## config.mk

```make
export PLATFORM = sky130hd
export DESIGN_NAME = gpio_debounce
export DESIGN_NICKNAME = d
export VERILOG_FILES = /design/src/rtl/gpio_debounce.sv
export SDC_FILE = /design/constraint.sdc
export NUM_CORES = 1
export LEC_CHECK = 0
export CAP_MARGIN = 25
export CELL_PAD_IN_SITES_DETAIL_PLACEMENT = 0
export CELL_PAD_IN_SITES_GLOBAL_PLACEMENT = 1
export CORE_MARGIN = 8
export CORE_UTILIZATION = 42
export DETAILED_ROUTE_END_ITERATION = 8
export PLACE_DENSITY = 0.87
export REMOVE_ABC_BUFFERS = 1
export SLEW_MARGIN = 20
export SYNTH_ARGS = -nofsm -noshare
export SYNTH_HDL_FRONTEND = slang
export SYNTH_SLANG_ARGS = --single-unit
```

## constraint.sdc

```tcl
create_clock -name clk -period 4.4 [get_ports clk]
set_clock_uncertainty 0.2 [all_clocks]
set_input_delay 1.1 -clock clk [delete_from_list [all_inputs] [get_ports clk]]
set_output_delay 1.1 -clock clk [all_outputs]
set_load 0.005 [all_outputs]
```

## src/rtl/gpio_debounce.sv

```systemverilog
// gpio_debounce: two-flop synchronizer and per-pin debounce for eight board
// pins, with sticky rise/fall events, an interrupt enable mask, and a
// three-word register window on the native memory bus.
module gpio_debounce #(
  parameter logic [31:0] ADDR            = 32'h4000_0010,
  parameter int unsigned DEBOUNCE_CYCLES = 16,
  parameter int unsigned CNT_W           = 8
) (
  input  logic        clk,
  input  logic        resetn,
  input  logic [7:0]  pin_raw,
  input  logic        mem_valid,
  input  logic [31:0] mem_addr,
  input  logic [31:0] mem_wdata,
  input  logic [3:0]  mem_wstrb,
  output logic        deb_ready,
  output logic        deb_sel,
  output logic [31:0] deb_rdata,
  output logic [7:0]  pin_stable,
  output logic        irq
);

  localparam logic [CNT_W-1:0] CNT_MAX = CNT_W'(DEBOUNCE_CYCLES - 1);

  typedef enum logic {
    S_IDLE,
    S_RESP
  } state_t;

  logic [7:0]       s1_q, s2_q;
  logic [7:0]       stable_q, stable_d;
  logic [CNT_W-1:0] cnt_q [8];
  logic [CNT_W-1:0] cnt_d [8];
  logic [7:0]       rise_q, rise_d, fall_q, fall_d;
  logic [7:0]       rise_set, fall_set, rise_clr, fall_clr;
  logic [15:0]      ie_q, ie_d;
  logic [31:0]      rdata_q, rdata_d, rd_mux;
  state_t           state_q, state_d;
  logic             hit_evt, hit_ie, hit_lvl, do_write;

  // Upper write-data bits and strobes 2/3 have no register behind them.
  logic unused_bits;
  assign unused_bits = &{1'b0, mem_wdata[31:16], mem_wstrb[3:2]};

  // Address decode for the three-word window.
  always_comb begin
    hit_evt = (mem_addr == ADDR);
    hit_ie  = (mem_addr == ADDR + 32'd4);
    hit_lvl = (mem_addr == ADDR + 32'd8);
  end

  assign deb_sel    = mem_valid && (hit_evt || hit_ie || hit_lvl);
  assign deb_ready  = (state_q == S_RESP);
  assign deb_rdata  = rdata_q;
  assign pin_stable = stable_q;
  assign irq        = |({fall_q, rise_q} & ie_q);

  // Two-stage synchronizer on the raw pins.
  always_ff @(posedge clk) begin
    if (!resetn) begin
      s1_q <= '0;
      s2_q <= '0;
    end else begin
      s1_q <= pin_raw;
      s2_q <= s1_q;
    end
  end

  // Per-pin debounce: accept a new level after DEBOUNCE_CYCLES consecutive mismatches.
  always_comb begin
    stable_d = stable_q;
    for (int unsigned i = 0; i < 8; i++) begin
      cnt_d[i] = cnt_q[i];
      if (s2_q[i] == stable_q[i]) begin
        cnt_d[i] = '0;
      end else if (cnt_q[i] == CNT_MAX) begin
        stable_d[i] = s2_q[i];
        cnt_d[i]    = '0;
      end else begin
        cnt_d[i] = cnt_q[i] + 1'b1;
      end
    end
  end

  // Register read mux; values are the pre-update snapshot.
  always_comb begin
    rd_mux = '0;
    if (hit_evt)      rd_mux = {16'h0, fall_q, rise_q};
    else if (hit_ie)  rd_mux = {16'h0, ie_q};
    else if (hit_lvl) rd_mux = {24'h0, stable_q};
  end

  // Bus FSM next state, read capture, and register writes.
  always_comb begin
    state_d  = state_q;
    rdata_d  = rdata_q;
    ie_d     = ie_q;
    rise_clr = '0;
    fall_clr = '0;
    do_write = 1'b0;
    case (state_q)
      S_IDLE: begin
        if (deb_sel) begin
          rdata_d  = rd_mux;
          state_d  = S_RESP;
          do_write = (mem_wstrb != 4'b0000);
        end
      end
      S_RESP: state_d = S_IDLE;
      default: state_d = S_IDLE;
    endcase
    if (do_write && hit_evt) begin
      if (mem_wstrb[0]) rise_clr = mem_wdata[7:0];
      if (mem_wstrb[1]) fall_clr = mem_wdata[15:8];
    end
    if (do_write && hit_ie) begin
      if (mem_wstrb[0]) ie_d[7:0]  = mem_wdata[7:0];
      if (mem_wstrb[1]) ie_d[15:8] = mem_wdata[15:8];
    end
  end

  // Sticky edge events; a hardware set beats a same-cycle clear.
  always_comb begin
    rise_set = stable_d & ~stable_q;
    fall_set = ~stable_d & stable_q;
    rise_d   = (rise_q & ~rise_clr) | rise_set;
    fall_d   = (fall_q & ~fall_clr) | fall_set;
  end

  // State registers for debounce, events, IE and the bus FSM.
  always_ff @(posedge clk) begin
    if (!resetn) begin
      stable_q <= '0;
      for (int unsigned i = 0; i < 8; i++) cnt_q[i] <= '0;
      rise_q   <= '0;
      fall_q   <= '0;
      ie_q     <= '0;
      rdata_q  <= '0;
      state_q  <= S_IDLE;
    end else begin
      stable_q <= stable_d;
      for (int unsigned i = 0; i < 8; i++) cnt_q[i] <= cnt_d[i];
      rise_q   <= rise_d;
      fall_q   <= fall_d;
      ie_q     <= ie_d;
      rdata_q  <= rdata_d;
      state_q  <= state_d;
    end
  end

endmodule

```

Yosys cells after proc, flatten, opt, wreduce, memory -nomap -nowiden --
Memory sizes are Yosys's and may differ from the RTL's. Index checks and enable logic that the tools add are counted.
Operators by class: muxes and demuxes 53, add/subtract/negate cells 8, reduce and logical (&&, ||, !) cells 10, bitwise logic cells 20, equal/unequal tests 19
Operators by type and width (count):
- 2-to-1 mux 8 bit | 29
- == test 32 x 31 -> 1 bit, second input constant | 3
- adder 8 x 1 -> 8 bit, second input constant | 8
- == test 8 x 4 -> 1 bit, second input constant | 8
- bitwise AND 8 bit | 4
- 2-to-1 mux 16 bit | 2
- inverter 8 bit | 4
- 2-to-1 mux 1 bit | 21
- bitwise AND 16 bit | 1
- OR 8 bit | 2
- OR reduction 16 bit | 1
- == test 1 bit | 8
- OR 1 bit | 8
- AND reduction 2 bit | 3
- nonzero test 4 bit | 1
- logical AND 1 bit | 3
- logical OR 1 bit | 2
- case mux 1 bit (2 select lines) | 1
- inverter 1 bit | 1
Word-level totals: RAM bits 64, memories kept 1, output and inout bits 43, input port bits 79, register bits 89, logic and storage cells 120
Memory list:
- cnt_q | depth 8, width 8, read ports 8, clocked after memory_dff 0, write ports 8, RTL line 32 | logic [CNT_W-1:0] cnt_q [8];

Depth between registers and ports, before layout --
depth after elaboration 11, gate-level depth with buffers 6, mapped depth without buffers 5

Worst setup path after synthesis --
No wires, ideal clock.
path kind in2out, start input port mem_addr[12], end output port deb_sel, data required time 3.100 ns, setup slack 1.065 ns, data arrival time 2.035 ns, stages on the path 4, buffers on the path 1, cell sequence nor4_1 > nand4_1 > buf_2 > nor3_1
On the way: longest elaborated chain between the ends 4, elaborated cells on any way between the ends 6, those cells by class 3 x eq/ne; 3 x reduce/logical
RTL lines:
- start, declared | RTL line 13 | input logic [31:0] mem_addr,
- == test 32 x 31 -> 1 bit, on equally long branches | RTL line 47, 48
- logical OR 1 bit | RTL line 52 | assign deb_sel = mem_valid && (hit_evt || hit_ie || hit_lvl);
- logical OR 1 bit * | RTL line 52
- logical AND 1 bit * | RTL line 52
- end, declared | RTL line 17 | output logic deb_sel,
Every way passes the cells marked *; elsewhere a longest branch is shown, timed or not.

Worst setup path in the final report --
start input port mem_addr[13], end output port deb_sel
The elaborated chain is that of the path after synthesis.

==> impl_results.md <==
- Chip Height: 135.7 um
- Largest net degree at the start of global routing: 92
- Layout cells sized above 1: 0.06901
- Tcrit/Tclk final: 0.9126
- Reg2reg end: ie_q[5]
- H-tree levels: 4
- Clk root buf: clkbuf_16
- Slew margin rel.: 0.3330
- WP data arrival: 2.72 ns
- Synth Area in Compound Gates: 0.06132
- F_max: 0.2491 GHz
- Register area share after synthesis: 0.4556
- EDFF count, synth: 0
- Largest family of logic cells by synthesized area: simple AND/OR/NAND/NOR gates
- Hold endpoint: s2_q[1]
- Vias: 4,916
- Multiplexer area fraction after synthesis: 0.07982
- N_diodes: 0
- Reg2reg path depth: 5
- Final WL: 14.37 mm
- Final Max Slew Viols: 0
- Post-CTS Hold Buffers: 0
- Clock buffer count from CTS: 17
- Outcome: finished, final reports clean
- Worst IR Drop VDD: 0.2217 mV
- Setup TNS: 0 ns
- Sink Count: 137
- RSZ-0062 raised after global routing: no
- Core ar.: 0.01393 sq mm
- Final hold violation count: 0
- DRC violation total after the first TritonRoute iteration: 329
- Final #Nets: 842
- Worst hold path class: flip-flop to flip-flop
- Vias in the first global route: 4,920
- Critical Path RT: 3.10 ns
- Die area: 0.01842 sq mm
- Row Count: 43
- HPWL Detailed: 10.18 mm
- YS warnings: 0
- Total grt overflow: 0
- Area growth syn-to-layout: 26.00%
- Crit start category: input pin
- RR Startpoint: deb_ready
- Port bufs: 87
- Synth Area in Adders: 0.01663
- Worst-margin pin slew: 1.001 ns
- Synth unique cells: 40
- Post-Place Setup Slack: 0.3787 ns
- Initial antenna violation count: 0
- Vias per inst: 5.186
- Hold Slack: 0.2307 ns
- Syn_area_per_cell: 8.944 sq um
- FF+latch count, synth: 137
- XOR/XNOR Fraction of Synth Area: 0.08148
- Final ANT Viol Nets: 0
- Leakage: 2.756 nW
- 1st-pass router iterations: 5
- Async set or reset register ratio after synthesis: 0
- Deepest clock path buffer count: 2
- Fillers: 1,244
- Hold path startpoint: s1_q[1]
- Final setup viols: 0
- Die W: 135.7 um
- Area fraction in and, or, nand and nor cells after synthesis: 0.2519
- Pwr dens: 375.6 mW/mm^2
- DRC: 0
- GP Congestion: 0.8023
- Initial Util: 0.4320
- I/O Pins: 122
- CTS clk-pin slew, worst paths: 0.06 ns
- Maxcap violations: 0
- Final Critical Period: 4.015 ns
- TritonCTS clock tree: yes
- Critical path type: input pin to primary output
- Synthesized area: 0.006020 sq mm
- Post-route worst setup slack: 0.3847 ns
- Layout Utilization: 0.5443
- Worst Hold Path Cells: 1
- Global Route Usage Sum: 0.1579
- CP Capture Type: primary output
- Post-cts sizing count: 0
- CP Max Fanout: 2
- Top_reg_cell synth: dfxtp_1
- Cell count after synthesis: 673
- Post-CTS Setup Repair Bufs: 0
- Reg-to-reg slack, setup: 2.48 ns
- Avg WL per Cell: 15.16 um
- Clk_lat worst skew: 0.42 ns
- First-pass GRT wire length: 23.20 mm
==> critical path, stage by stage <==
cell and delay [ns]:
clkdlybuf4s50_1 0.42, nor4_2 0.32, nand4_2 0.15, nor3_1 0.20, clkdlybuf4s50_1 0.53
==> cell type report <==
class	instances	area (sq um)	share of cell area
clock buffer	25	505.5	0.06664
tap	180	225.2	0.02969
inverter	17	63.81	0.008413
multi-input combinational	488	3017	0.3977
sequential	137	2743	0.3616
clock inverter	7	112.6	0.01485
timing repair buffer	94	918.4	0.1211
==> cells in the mapped netlist (9+ instances only) <==
library cell / instances / area (sq um)
or3_1: 9 / 56.30
or4_1: 11 / 82.58
and2_1: 16 / 100.1
nand3b_1: 9 / 67.56
clkbuf_1: 22 / 82.58
xnor2_1: 34 / 297.8
xor2_1: 22 / 192.7
nor3_1: 14 / 70.07
dfxtp_1: 137 / 2743
nand2_1: 91 / 341.6
nand3_1: 28 / 140.1
mux2i_1: 48 / 480.5
nor2_1: 84 / 315.3
o21ai_0: 19 / 95.09
buf_4: 16 / 120.1
inv_1: 17 / 63.81
==> per-layer routing <==
| metal | GRT usage | routed length, um |
|---|---|---|
| met5 | 0 | 0 |
| met4 | 0.07279 | 292 |
| met3 | 0.05007 | 1109 |
| met2 | 0.2617 | 6770 |
| met1 | 0.1816 | 6195 |
==> where the power goes <==
| group | internal, W | switching, W | leakage (nW) |
|---|---|---|---|
| clock network | 0.000964 | 0.000506 | 0.303 |
| logic | 0.0000657 | 0.0000569 | 1.35 |
| registers | 0.00125 | 0.00000601 | 1.11 |
| total | 0.00228 | 0.000569 | 2.76 |
==> placed cells by master (no fill, tap or decap), types with 4 or more instances in the layout <==
master / count
nand4b_1: 5
or2_2: 8
a311oi_1: 5
o2bb2ai_1: 8
nand3b_1: 9
or4_1: 11
mux2i_1: 48
nor2_1: 84
xnor2_1: 34
nand3_1: 28
clkdlybuf4s50_1: 86
clkbuf_16: 17
a21oi_1: 8
o21ai_0: 19
xor2_1: 22
nor4_1: 6
nand2_1: 91
conb_1: 16
inv_1: 17
a22o_1: 4
a221oi_1: 4
buf_4: 7
dfxtp_1: 137
and3_1: 6
a31oi_1: 8
nor3_1: 14
clkbuf_8: 5
nand4_1: 5
and2_1: 16
ha_1: 8
or3_1: 9
==> stage by stage <==
step | area, sq um | total power, W | cells
finish | 7585 | 0.002849 | 948
global route | 7585 | 0.002942 | 948
CTS | 7585 | 0.002880 | 948
detailed placement | 6967 | 0.001405 | 916
global placement | 6967 | 0.001403 | 916
floorplan | 5823 | 0.001315 | 642
==> state kept, by name (all words and copies together), names as in the netlist <==
signal / cells
cnt_q: 64
deb_rdata: 16
ie_q: 16
fall_q: 8
pin_stable: 8
rise_q: 8
s1_q: 8
s2_q: 8
deb_ready: 1
==> worst max path at each step <==
stage / from / endpoint / slack (ns) / cells past startpoint
6_report: mem_addr[13] / deb_sel / 0.38 / 5
5_1_grt: mem_addr[15] / deb_sel / 0.24 / 5
4_1_cts: mem_addr[13] / deb_sel / 0.37 / 5
3_5_place_dp: mem_addr[13] / deb_sel / 0.38 / 5
3_3_place_gp: mem_addr[6] / deb_sel / 0.37 / 5
2_1_floorplan: mem_addr[12] / deb_sel / 0.93 / 3
==> cell families after synthesis <==
family                     count (synthesis)
buffers and inverters                     63
xor gates and xnor gates                  56
DFF                                      137
AOI/OAI and AO/OA                         56
muxes                                     48
adders and majority gates                  8
other                                      1
and+or+nand+nor                          304
Note: power is estimated with default switching activity, not from simulation.
